[src/rtl/f_pc_npc_if.sv]
// F-stage PC / next-PC bundle between the D-stage decode side (master) and
// the PC block (slave). Optional macro: PC_ALIGN_CHECK_EN adds F_AdEL.
interface f_pc_npc_if;
  logic        en;
  logic [1:0]  NPCOp;
  logic        Branch_or_not;
  logic [31:0] D_PC;
  logic [31:0] D_instr;
  logic [31:0] jr_target;
  logic [31:0] F_PC;
  logic [31:0] F_NPC;
  logic        redirect;
`ifdef PC_ALIGN_CHECK_EN
  logic        F_AdEL;
`endif

  modport master (
`ifdef PC_ALIGN_CHECK_EN
    input  F_AdEL,
`endif
    output en, NPCOp, Branch_or_not, D_PC, D_instr, jr_target,
    input  F_PC, F_NPC, redirect
  );

  modport slave (
`ifdef PC_ALIGN_CHECK_EN
    output F_AdEL,
`endif
    input  en, NPCOp, Branch_or_not, D_PC, D_instr, jr_target,
    output F_PC, F_NPC, redirect
  );
endinterface

[src/rtl/f_pc_npc.sv]
// F-stage program counter and next-PC select for the 5-stage MIPS pipeline.
// Redirects come from the instruction in D, so they land on the fetch after
// the delay slot (which already sits in F). A stall holds F_PC; D is frozen by
// the same stall, so a pending redirect is simply re-presented later and no
// pending-redirect state is kept here.
// Optional macro: PC_ALIGN_CHECK_EN adds the F_AdEL fetch-address check and
// the jump to EXC_PC when it fires.
module f_pc_npc #(
  parameter logic [31:0] RESET_PC = 32'h0000_3000
`ifdef PC_ALIGN_CHECK_EN
  ,
  parameter logic [31:0] EXC_PC   = 32'h0000_4180,
  parameter logic [31:0] IMEM_LO  = 32'h0000_3000,
  parameter logic [31:0] IMEM_HI  = 32'h0000_6FFC
`endif
) (
  input  logic       clk,
  input  logic       reset,
  f_pc_npc_if.slave  pif
);

  localparam logic [1:0] OP_SEQ = 2'b00;
  localparam logic [1:0] OP_BR  = 2'b01;
  localparam logic [1:0] OP_J   = 2'b10;
  localparam logic [1:0] OP_JR  = 2'b11;

  // Candidate targets formed from the D-stage instruction.
  typedef struct packed {
    logic [31:0] br;
    logic [31:0] jmp;
    logic [31:0] jr;
  } tgt_t;

  logic [31:0] f_pc_q;
  logic [31:0] f_pc_d;
  logic [31:0] f_pc_plus4;
  logic [31:0] d_pc_plus4;
  logic [31:0] br_off;
  tgt_t        tgt;
  logic [31:0] npc;
  logic        redir;
  logic        adel;

  // Opcode/function bits of D_instr are decoded upstream, not here.
  logic unused_instr_hi;
  assign unused_instr_hi = ^pif.D_instr[31:26];

  // Target formation; all adds wrap modulo 2^32.
  always_comb begin
    f_pc_plus4 = f_pc_q + 32'd4;
    d_pc_plus4 = pif.D_PC + 32'd4;
    br_off     = {{14{pif.D_instr[15]}}, pif.D_instr[15:0], 2'b00};
    tgt.br     = d_pc_plus4 + br_off;
    tgt.jmp    = {d_pc_plus4[31:28], pif.D_instr[25:0], 2'b00};
    tgt.jr     = pif.jr_target;
  end

  // Next-PC select and redirect flag; an untaken branch falls through.
  always_comb begin
    npc   = f_pc_plus4;
    redir = 1'b0;
    case (pif.NPCOp)
      OP_SEQ: begin
        npc   = f_pc_plus4;
        redir = 1'b0;
      end
      OP_BR: begin
        if (pif.Branch_or_not) begin
          npc   = tgt.br;
          redir = 1'b1;
        end
      end
      OP_J: begin
        npc   = tgt.jmp;
        redir = 1'b1;
      end
      OP_JR: begin
        npc   = tgt.jr;
        redir = 1'b1;
      end
      default: begin
        npc   = f_pc_plus4;
        redir = 1'b0;
      end
    endcase
  end

`ifdef PC_ALIGN_CHECK_EN
  // Misaligned or out-of-IMEM fetch address.
  always_comb begin
    adel = (f_pc_q[1:0] != 2'b00) || (f_pc_q < IMEM_LO) || (f_pc_q > IMEM_HI);
  end
`else
  // No address check in this build.
  always_comb begin
    adel = 1'b0;
  end
`endif

  // PC update priority below reset: exception, stall hold, advance.
  always_comb begin
    f_pc_d = f_pc_q;
`ifdef PC_ALIGN_CHECK_EN
    if (adel) begin
      f_pc_d = EXC_PC;
    end else if (pif.en) begin
      f_pc_d = npc;
    end
`else
    if (adel || pif.en) begin
      f_pc_d = npc;
    end
`endif
  end

  // PC register with synchronous active-low reset overriding everything.
  always_ff @(posedge clk) begin
    if (!reset) begin
      f_pc_q <= RESET_PC;
    end else begin
      f_pc_q <= f_pc_d;
    end
  end

  assign pif.F_PC     = f_pc_q;
  assign pif.F_NPC    = npc;
  assign pif.redirect = redir;
`ifdef PC_ALIGN_CHECK_EN
  assign pif.F_AdEL   = adel;
`endif

endmodule

[src/flat_wrapper.sv]
// flat-port wrapper written by rule: the top's interface ports become plain ports
module f_pc_npc_flat 
#(
  parameter logic [31:0] RESET_PC = 32'h0000_3000

)
  (clk, reset, pif_en, pif_NPCOp, pif_Branch_or_not, pif_D_PC, pif_D_instr, pif_jr_target, pif_F_PC, pif_F_NPC, pif_redirect);
  f_pc_npc_if pif_i ();
  input  logic clk;
  input  logic reset;
  input wire logic [$bits(pif_i.en)-1:0] pif_en;
  input wire logic [$bits(pif_i.NPCOp)-1:0] pif_NPCOp;
  input wire logic [$bits(pif_i.Branch_or_not)-1:0] pif_Branch_or_not;
  input wire logic [$bits(pif_i.D_PC)-1:0] pif_D_PC;
  input wire logic [$bits(pif_i.D_instr)-1:0] pif_D_instr;
  input wire logic [$bits(pif_i.jr_target)-1:0] pif_jr_target;
  output wire logic [$bits(pif_i.F_PC)-1:0] pif_F_PC;
  output wire logic [$bits(pif_i.F_NPC)-1:0] pif_F_NPC;
  output wire logic [$bits(pif_i.redirect)-1:0] pif_redirect;
  assign pif_i.en = pif_en;
  assign pif_i.NPCOp = pif_NPCOp;
  assign pif_i.Branch_or_not = pif_Branch_or_not;
  assign pif_i.D_PC = pif_D_PC;
  assign pif_i.D_instr = pif_D_instr;
  assign pif_i.jr_target = pif_jr_target;
  assign pif_F_PC = pif_i.F_PC;
  assign pif_F_NPC = pif_i.F_NPC;
  assign pif_redirect = pif_i.redirect;
  f_pc_npc #(.RESET_PC(RESET_PC)) u_core (.clk(clk), .reset(reset), .pif(pif_i));
endmodule
[config.mk]
export PLATFORM = sky130hd
export DESIGN_NAME = f_pc_npc_flat
export DESIGN_NICKNAME = d
export VERILOG_FILES = /design/src/rtl/f_pc_npc_if.sv /design/src/rtl/f_pc_npc.sv /design/src/flat_wrapper.sv
export SDC_FILE = /design/constraint.sdc
export NUM_CORES = 1
export LEC_CHECK = 0
export BUFFER_PORTS_ARGS = -buffer_cell sky130_fd_sc_hd__clkbuf_2
export CAP_MARGIN = 20
export CORE_AREA = 2 2 114 94
export DETAILED_ROUTE_END_ITERATION = 7
export DIE_AREA = 0 0 116 96
export PLACE_DENSITY = 0.86
export SLEW_MARGIN = 5
export SYNTH_ARGS = -nofsm -noshare
export SYNTH_HDL_FRONTEND = slang
export SYNTH_SLANG_ARGS = --single-unit
[constraint.sdc]
create_clock -name clk -period 7.11 [get_ports clk]
set_input_delay 0.711 -clock clk [delete_from_list [all_inputs] [get_ports clk]]
set_output_delay 0.711 -clock clk [all_outputs]
set_load 0.02 [all_outputs]
== After elaboration in Yosys (flattened, before gate mapping) ==
Index checks and enable logic that the tools add are counted.
Storage, ports and cells
  output and inout bits: 65
  input port bits: 102
  bits in registers: 32
Cells by class
  add/subtract/negate cells: 3
  eq/ne operators: 3
  reduce and logical (&&, ||, !) cells: 2
  multiplexer cells: 4
Operators by type and width (count)
  one-hot mux 32 bit (4 select lines): 1
  adder 32 x 3 -> 32 bit, second input constant: 2
  adder 32 bit: 1
  two-way mux 32 bit: 1
  equality test 2 bit, second input constant: 2
  one-hot mux 1 bit (3 select lines): 1
  equality test 2 x 1 -> 1 bit, second input constant: 1
  logical NOT 2 bit: 1
  OR reduction 2 bit: 1
  two-way mux 1 bit: 1

== Depth between registers and ports, before layout ==
Gate-level depths: netlist of run 1.
  depth in word-level cells: 4
  gate-level depth with buffers: 16
  gate-level depth less buffers: 15

== Worst setup path after synthesis of run 1 ==
No wires, ideal clock.
  path kind: input port to output port
  start: input pif_D_PC[2]
  end: output pif_F_NPC[23]
  cell stages on the path: 13
  path buffers: 1
  setup slack: 2797 ps
  data arrival time: 3602 ps
  cells stage by stage: ha_1 nand4_1 nor4_4 and2_1 nand2_1 xnor2_1 ha_1 clkbuf_1 and3_1 a221oi_4 or4b_1 a31oi_1 o21ai_1
On the way
  cells in the longest elaborated chain, start to end: 4
Ends and longest elaborated chain
  start, declared: RTL line flat_wrapper.sv:14  | input wire logic [$bits(pif_i.D_PC)-1:0] pif_D_PC;
  adder 32 x 3 -> 32 bit: RTL line f_pc_npc.sv:51  | d_pc_plus4 = pif.D_PC + 32'd4;
  adder 32 bit: RTL line f_pc_npc.sv:53  | tgt.br = d_pc_plus4 + br_off;
  two-way mux 32 bit: RTL line f_pc_npc.sv:68  | if (pif.Branch_or_not) begin
  one-hot mux 32 bit (4 select lines): RTL line f_pc_npc.sv:62  | case (pif.NPCOp)
  end, declared: RTL line flat_wrapper.sv:18  | output wire logic [$bits(pif_i.F_NPC)-1:0] pif_F_NPC;
Every way passes these cells.

== Worst setup path after layout of run 1 ==
  start: input pif_D_PC[2]
  end: output pif_F_NPC[30]
On the way
  cells in the longest elaborated chain, start to end: 4
Ends and longest elaborated chain (RTL line)
  adder 32 x 3 -> 32 bit (*): f_pc_npc.sv:51
  adder 32 bit: f_pc_npc.sv:53
  two-way mux 32 bit: f_pc_npc.sv:68
  one-hot mux 32 bit (4 select lines) (*): f_pc_npc.sv:62
Mark *: on every way between the ends. The rest lies on a longest branch, timed or not.

==> results of run 1 <==
==> path summary, 6_finish.rpt <==
path / to / depth (start not counted) / from / slack (ns)
worst max-delay path: pif_F_NPC[30] / 17 / pif_D_PC[2] / 2.10
worst min-delay path: u_core.pif.F_PC[1]$_SDFFE_PN0P_ / 2 / u_core.pif.F_PC[1]$_SDFFE_PN0P_ / 0.52
worst max register to register: u_core.pif.F_PC[29]$_SDFFE_PN0P_ / 8 / u_core.pif.F_PC[11]$_SDFFE_PN0P_ / 4.46
worst min register to register: u_core.pif.F_PC[1]$_SDFFE_PN0P_ / 2 / u_core.pif.F_PC[1]$_SDFFE_PN0P_ / 0.52
==> power by group <==
part	internal [uW]	switching (uW)
logic	184	297
clock network	164	74.4
registers	194	22.8
==> per-layer routing <==
metal	wire length, um	share of wire	track usage	vias to the layer above
li1	-	-	-	3057
met1	8080	0.45	0.454	2873
met2	7300	0.41	0.466	419
met3	2140	0.12	0.0560	52
met4	470	0.026	0.0913	0
met5	0	0	0	-
==> worst reg2reg max path, stage by stage (launching register included) <==
cell and delay (ns):
dfxtp_1 0.46, nand4_1 0.20, nor3_1 0.55, nand3_1 0.17, xor2_1 0.36, o21ai_0 0.13, a41oi_1 0.40, o2bb2ai_1 0.12
and2_1 0.16
==> cell usage after synthesis, types with 8 or more instances <==
library cell and count:
nand2_1 74, inv_1 17, nor3_1 12, xnor2_1 44
mux2i_1 23, a31oi_1 10, and3_1 13, o211ai_1 8
o21ai_0 44, and2_1 12, clkbuf_1 27, nand2b_1 8
dfxtp_1 32, a211oi_1 9, o21ai_1 11, a21o_1 11
nand3_1 42, a21oi_1 48, ha_1 36, xor2_1 27
nor2_1 72, nand4_1 23
==> kinds of logic (layout without fill, tap and decap cells) <==
logic type | after synthesis | in the layout
and+or+nand+nor | 296 | 296
muxes | 30 | 30
xor gates and xnor gates | 72 | 72
buffers and inverters | 54 | 191
adders and majority gates | 37 | 37
AOI/OAI and AO/OA | 224 | 224
DFF | 32 | 32
==> final cells by class <==
type                       count  area (um2)
fill                         913        3590
timing repair buffer         162         816
tap                          140         175
clock buffer                   6         129
multi-input combinational    659        4530
sequential                    32         641
clock inverter                 2        35.0
inverter                      21        78.8
==> stage by stage <==
step,total power (uW),cells,worst slack (ns),util
2_1_floorplan,536,745,2.80,-
3_3_place_gp,677,1014,2.19,0.624
3_5_place_dp,684,1014,2.16,0.624
4_1_cts,922,1022,2.16,0.641
5_1_grt,983,1022,1.84,0.641
6_report,936,1022,2.10,0.641
==> impl_metrics.json, run 1 <==
{
  "status": "finished clean",
  "synth_flop_cell": "dfxtp_1",
  "clkSinkCount": 32,
  "hold_buffers": 0,
  "leakage_uw": 0.00291,
  "drive_gt1_frac": 0.231,
  "whs_ns": 0.524,
  "wl_per_cell_um": 17.6,
  "synthXorXnorAreaFrac": 0.119,
  "synthMuxAreaShare": 0.0680,
  "via_per_inst": 6.26,
  "synth_top_cell_by_area": "dfxtp_1",
  "startpoint_type": "input pin",
  "diodes": 0,
  "drc": 0,
  "post-route-period-util": 0.705,
  "yosysUniqueCellTypes": 81,
  "start_util": 0.538,
  "fin_skew_ns": 0.00364,
  "synth_area_leaders": "dfxtp_1, ha_1, xnor2_1, nand2_1, nor2_1",
  "drtPass1Iterations": 8,
  "cp_num_buf_inv": 2,
  "synth_compound_area_frac": 0.290,
  "fin_crit_ns": 5.01,
  "nNetsFinal": 1020,
  "yosys.area_share.simple": 0.279,
  "cts_resized": 0,
  "path_clk_slew_ns": 0.05,
  "drtAntennaViolNets": 0,
  "crit_slowest_cell": "nor4_4",
  "finalWirelength_um": 18000,
  "die_h_um": 96,
  "grt_pass1_vias": 5553,
  "syn_nets": 884,
  "io_pins": 167,
  "grt_pass1_wl_um": 27600,
  "via_count": 6401,
  "irDropWorstVdd_v": 0.0000976,
  "clk_latency_ns": 0.27,
  "ys_warn_count": 0,
  "hold_viol_final": 0,
  "ys_async_sr_fraction": 0,
  "end_kind": "primary output",
  "cts_inserted_buffers": 5,
  "grt_max_degree": 45,
  "clockBufferDepth": 2,
  "hold_class": "flip-flop to flip-flop",
  "critical_path.max_stage_delay_ns": 0.37,
  "placed_area_um2": 6240,
  "cp_max_fo": 6,
  "cts-root-buf": "clkbuf_16",
  "final_area_um2": 6400,
  "port_buffers": 160,
  "antenna_found_initial": 0,
  "final_cell_mix": "clkbuf_2, nand2_1, nor2_1",
  "path_class": "input pin to primary output",
  "tightest_slew_ns": 0.770,
  "htreeDepth": 2,
  "cap_violations": 0,
  "crit_arrival_ns": 4.30,
  "postCtsSetupBuffers": 0,
  "syn_avg_cell_area_um2": 7.21,
  "synth_top_family_by_area": "compound AO/OA/AOI/OAI gates",
  "syn_area_um2": 5370,
  "syn_to_final_growth_pct": 19.2,
  "rsz0062_at_grt": "false",
  "rows": 33,
  "power_density_nw_per_um2": 146,
  "ys_seq_elements": 32,
  "die_w_um": 116,
  "die-area_um2": 11100,
  "drt_iter0_drc": 761,
  "dp_hpwl_um": 14200,
  "worstPathRequired_ns": 6.40,
  "synthAdderAreaFrac": 0.0876,
  "cp_top_family": "compound AO/OA/AOI/OAI gates",
  "timing.fmax_mhz": 200,
  "overflow": 0,
  "core_region_area_um2": 9990,
  "synth-seq-area-share": 0.119,
  "tritoncts": "built",
  "gp_congestion": 1.02,
  "finalMaxSlewViolations": 0,
  "setup_violations": 0,
  "gr-usage-all-layers": 0.311,
  "largest_register_ffs": 32,
  "yosysTopAreaCellShare": 0.119,
  "maxSlewHeadroom": 0.486,
  "synth_edf_count": 0,
  "layout_commonest_cell": "clkbuf_2",
  "synthCells": 745,
  "path_cells": "clkbuf_2 > ha_1 > nand4_1 > nor4_4 > and2_1 > nand2_1 > xnor2_1 > ha_1 > a21o_1 > a211oi_1 > nor2_1 > o22ai_1 > mux2_2 > a41o_1 > o21ai_1 > nand2_1 > clkbuf_2",
  "tns_ns": 0
}
Note: power is estimated with default switching activity, not from simulation.
==> run 2: changes to the inputs <==
--- a/config.mk
+++ b/config.mk
@@ -7,10 +7,10 @@
 export LEC_CHECK = 0
 export BUFFER_PORTS_ARGS = -buffer_cell sky130_fd_sc_hd__clkbuf_2
 export CAP_MARGIN = 20
-export CORE_AREA = 2 2 114 94
+export CORE_AREA = 2 2 122 100
 export DETAILED_ROUTE_END_ITERATION = 7
-export DIE_AREA = 0 0 116 96
-export PLACE_DENSITY = 0.86
+export DIE_AREA = 0 0 124 102
+export PLACE_DENSITY = 0.8
 export SLEW_MARGIN = 5
 export SYNTH_ARGS = -nofsm -noshare
 export SYNTH_HDL_FRONTEND = slang
==> constraint.sdc (replaced) <==
create_clock -name clk -period 4.42 [get_ports clk]
set_input_delay 0.442 -clock clk [delete_from_list [all_inputs] [get_ports clk]]
set_output_delay 0.442 -clock clk [all_outputs]
set_load 0.02 [all_outputs]
==> run 2 against run 1 <==
  * Routed wire length is 2.4% higher
  * Die area grew 14%
  * Sequential cell count stayed put
  * Sequential power rose by 60%
  * Cell count is 2.2% higher
  * Critical path type unchanged
  * Largest cell class unchanged
==> impl_metrics.json, run 2 (same netlist as run 1, synthesis figures left out) <==
{
  "rows": 35,
  "grt_pass1_wl_um": 28400,
  "leakage_uw": 0.00297,
  "die_h_um": 102,
  "clkSinkCount": 32,
  "drtPass1Iterations": 6,
  "overflow": 0,
  "clockBufferDepth": 2,
  "path_cells": "clkbuf_2 > ha_2 > nand4_1 > nor4_4 > buf_4 > and2_1 > nand2_1 > xnor2_1 > ha_1 > and3_1 > a221oi_4 > or4b_1 > a31oi_2 > o21ai_1 > clkbuf_2",
  "critical_path.max_stage_delay_ns": 0.49,
  "layout_commonest_cell": "clkbuf_2",
  "worstPathRequired_ns": 3.98,
  "final_cell_mix": "clkbuf_2, nand2_1, nor2_1",
  "grt_max_degree": 42,
  "total_power_uw": 1470,
  "maxSlewHeadroom": 0.457,
  "syn_to_final_growth_pct": 22.0,
  "power.switching_uw": 642,
  "p_comb_frac": 0.541,
  "end_kind": "primary output",
  "drtAntennaViolNets": 0,
  "grt_pass1_vias": 5478,
  "wl_per_cell_um": 17.6,
  "drive_gt1_frac": 0.254,
  "setup_ws_ns": 0.178,
  "p_int_uw": 825,
  "clk_latency_ns": 0.27,
  "power_density_nw_per_um2": 224,
  "drt_iter0_drc": 746,
  "final_area_um2": 6560,
  "core_region_area_um2": 11400,
  "status": "finished clean",
  "area.sequential_um2": 641,
  "gp_congestion": 0.923,
  "multi_input_area_um2": 4590,
  "crit_arrival_ns": 3.80,
  "port_buffers": 160,
  "path_class": "input pin to primary output",
  "fin_crit_ns": 4.24,
  "htreeDepth": 2,
  "hold_buffers": 0,
  "largest_register_ffs": 32,
  "via_per_inst": 6.08,
  "timing.fmax_mhz": 236,
  "pwr-share-clk": 0.222,
  "irDropWorstVdd_v": 0.000144,
  "switching_share": 0.438,
  "place_ws_ns": 0.106,
  "cp_top_family": "simple AND/OR/NAND/NOR gates",
  "nNetsFinal": 1035,
  "cap_violations": 0,
  "die_w_um": 124,
  "die-area_um2": 12600,
  "finalMaxSlewViolations": 0,
  "via_count": 6347,
  "finalWirelength_um": 18400,
  "cp_num_buf_inv": 3,
  "tns_ns": 0,
  "start_util": 0.472,
  "place_inst": 1036,
  "io_pins": 167,
  "placed_area_um2": 6350,
  "gr-usage-all-layers": 0.282,
  "hold_viol_final": 0,
  "setup_violations": 0,
  "cts-root-buf": "clkbuf_16",
  "fillers": 1095,
  "tritoncts": "built",
  "antenna_found_initial": 0,
  "drc": 0,
  "post-route-period-util": 0.960,
  "crit_slowest_cell": "or4b_1",
  "startpoint_type": "input pin",
  "path_clk_slew_ns": 0.05,
  "instances_no_fill": 1044,
  "diodes": 0,
  "fin_skew_ns": 0.000958,
  "cts_inserted_buffers": 5,
  "dp_hpwl_um": 14700,
  "hold_class": "flip-flop to flip-flop",
  "sequentialPowerShare": 0.237,
  "cp_max_fo": 7,
  "tightest_slew_ns": 0.814,
  "path_common_cell": "clkbuf_2"
}
## run 2: layout make-up
cell class              count  area share
inverters                  21      0.0120
well taps                 148      0.0282
flip-flops and latches     32      0.0977
clock inverters             1    0.000764
multi-input cells         659       0.700
clock buffers               6      0.0197
repair buffers            177       0.142
## run 2: per-layer routing
layer / vias to the layer above / global-route usage / wire length [um]
met4: 0 / 0.0683 / 285
met1: 2871 / 0.430 / 8600
met2: 362 / 0.399 / 7430
met5: - / 0 / 0
met3: 28 / 0.0575 / 2110
li1: 3086 / - / -
## run 2: what timing repair did
item | 4_1_cts | 5_1_grt
resized for setup | 0 | 12
endpoints found under the hold margin | 0 | 0
endpoints found under the setup margin | 0 | 5
buffers inserted | 0 | 1
## run 2: worst min-delay path, stage by stage, from the launching register on
cell and delay [ns]:
dfxtp_1 0.34, mux2i_1 0.07, nor2_1 0.07
## run 2: power groups by stage
stage          clock [uW]  combinational [uW]  sequential [uW]
2_1_floorplan           0                 491              372
3_3_place_gp            0                 753              351
3_5_place_dp            0                 760              351
4_1_cts               325                 765              346
5_1_grt               339                 863              350
6_report              325                 793              348
## run 2: final timing paths
| check | from | to | slack (ns) | depth (start not counted) |
|---|---|---|---|---|
| min reg2reg | u_core.pif.F_PC[1]$_SDFFE_PN0P_ | u_core.pif.F_PC[1]$_SDFFE_PN0P_ | 0.52 | 2 |
| min | u_core.pif.F_PC[1]$_SDFFE_PN0P_ | u_core.pif.F_PC[1]$_SDFFE_PN0P_ | 0.52 | 2 |
| max reg2reg | u_core.pif.F_PC[11]$_SDFFE_PN0P_ | u_core.pif.F_PC[29]$_SDFFE_PN0P_ | 1.81 | 8 |
| max | pif_D_PC[2] | pif_F_NPC[23] | 0.18 | 15 |
## run 2: metrics by stage
step	util	hold slack, ns
after floorplan	-	0.594
after CTS	0.570	0.526
after detailed placement	0.558	0.515
after global placement	0.558	0.505
final	0.576	0.517
after global routing	0.576	0.574
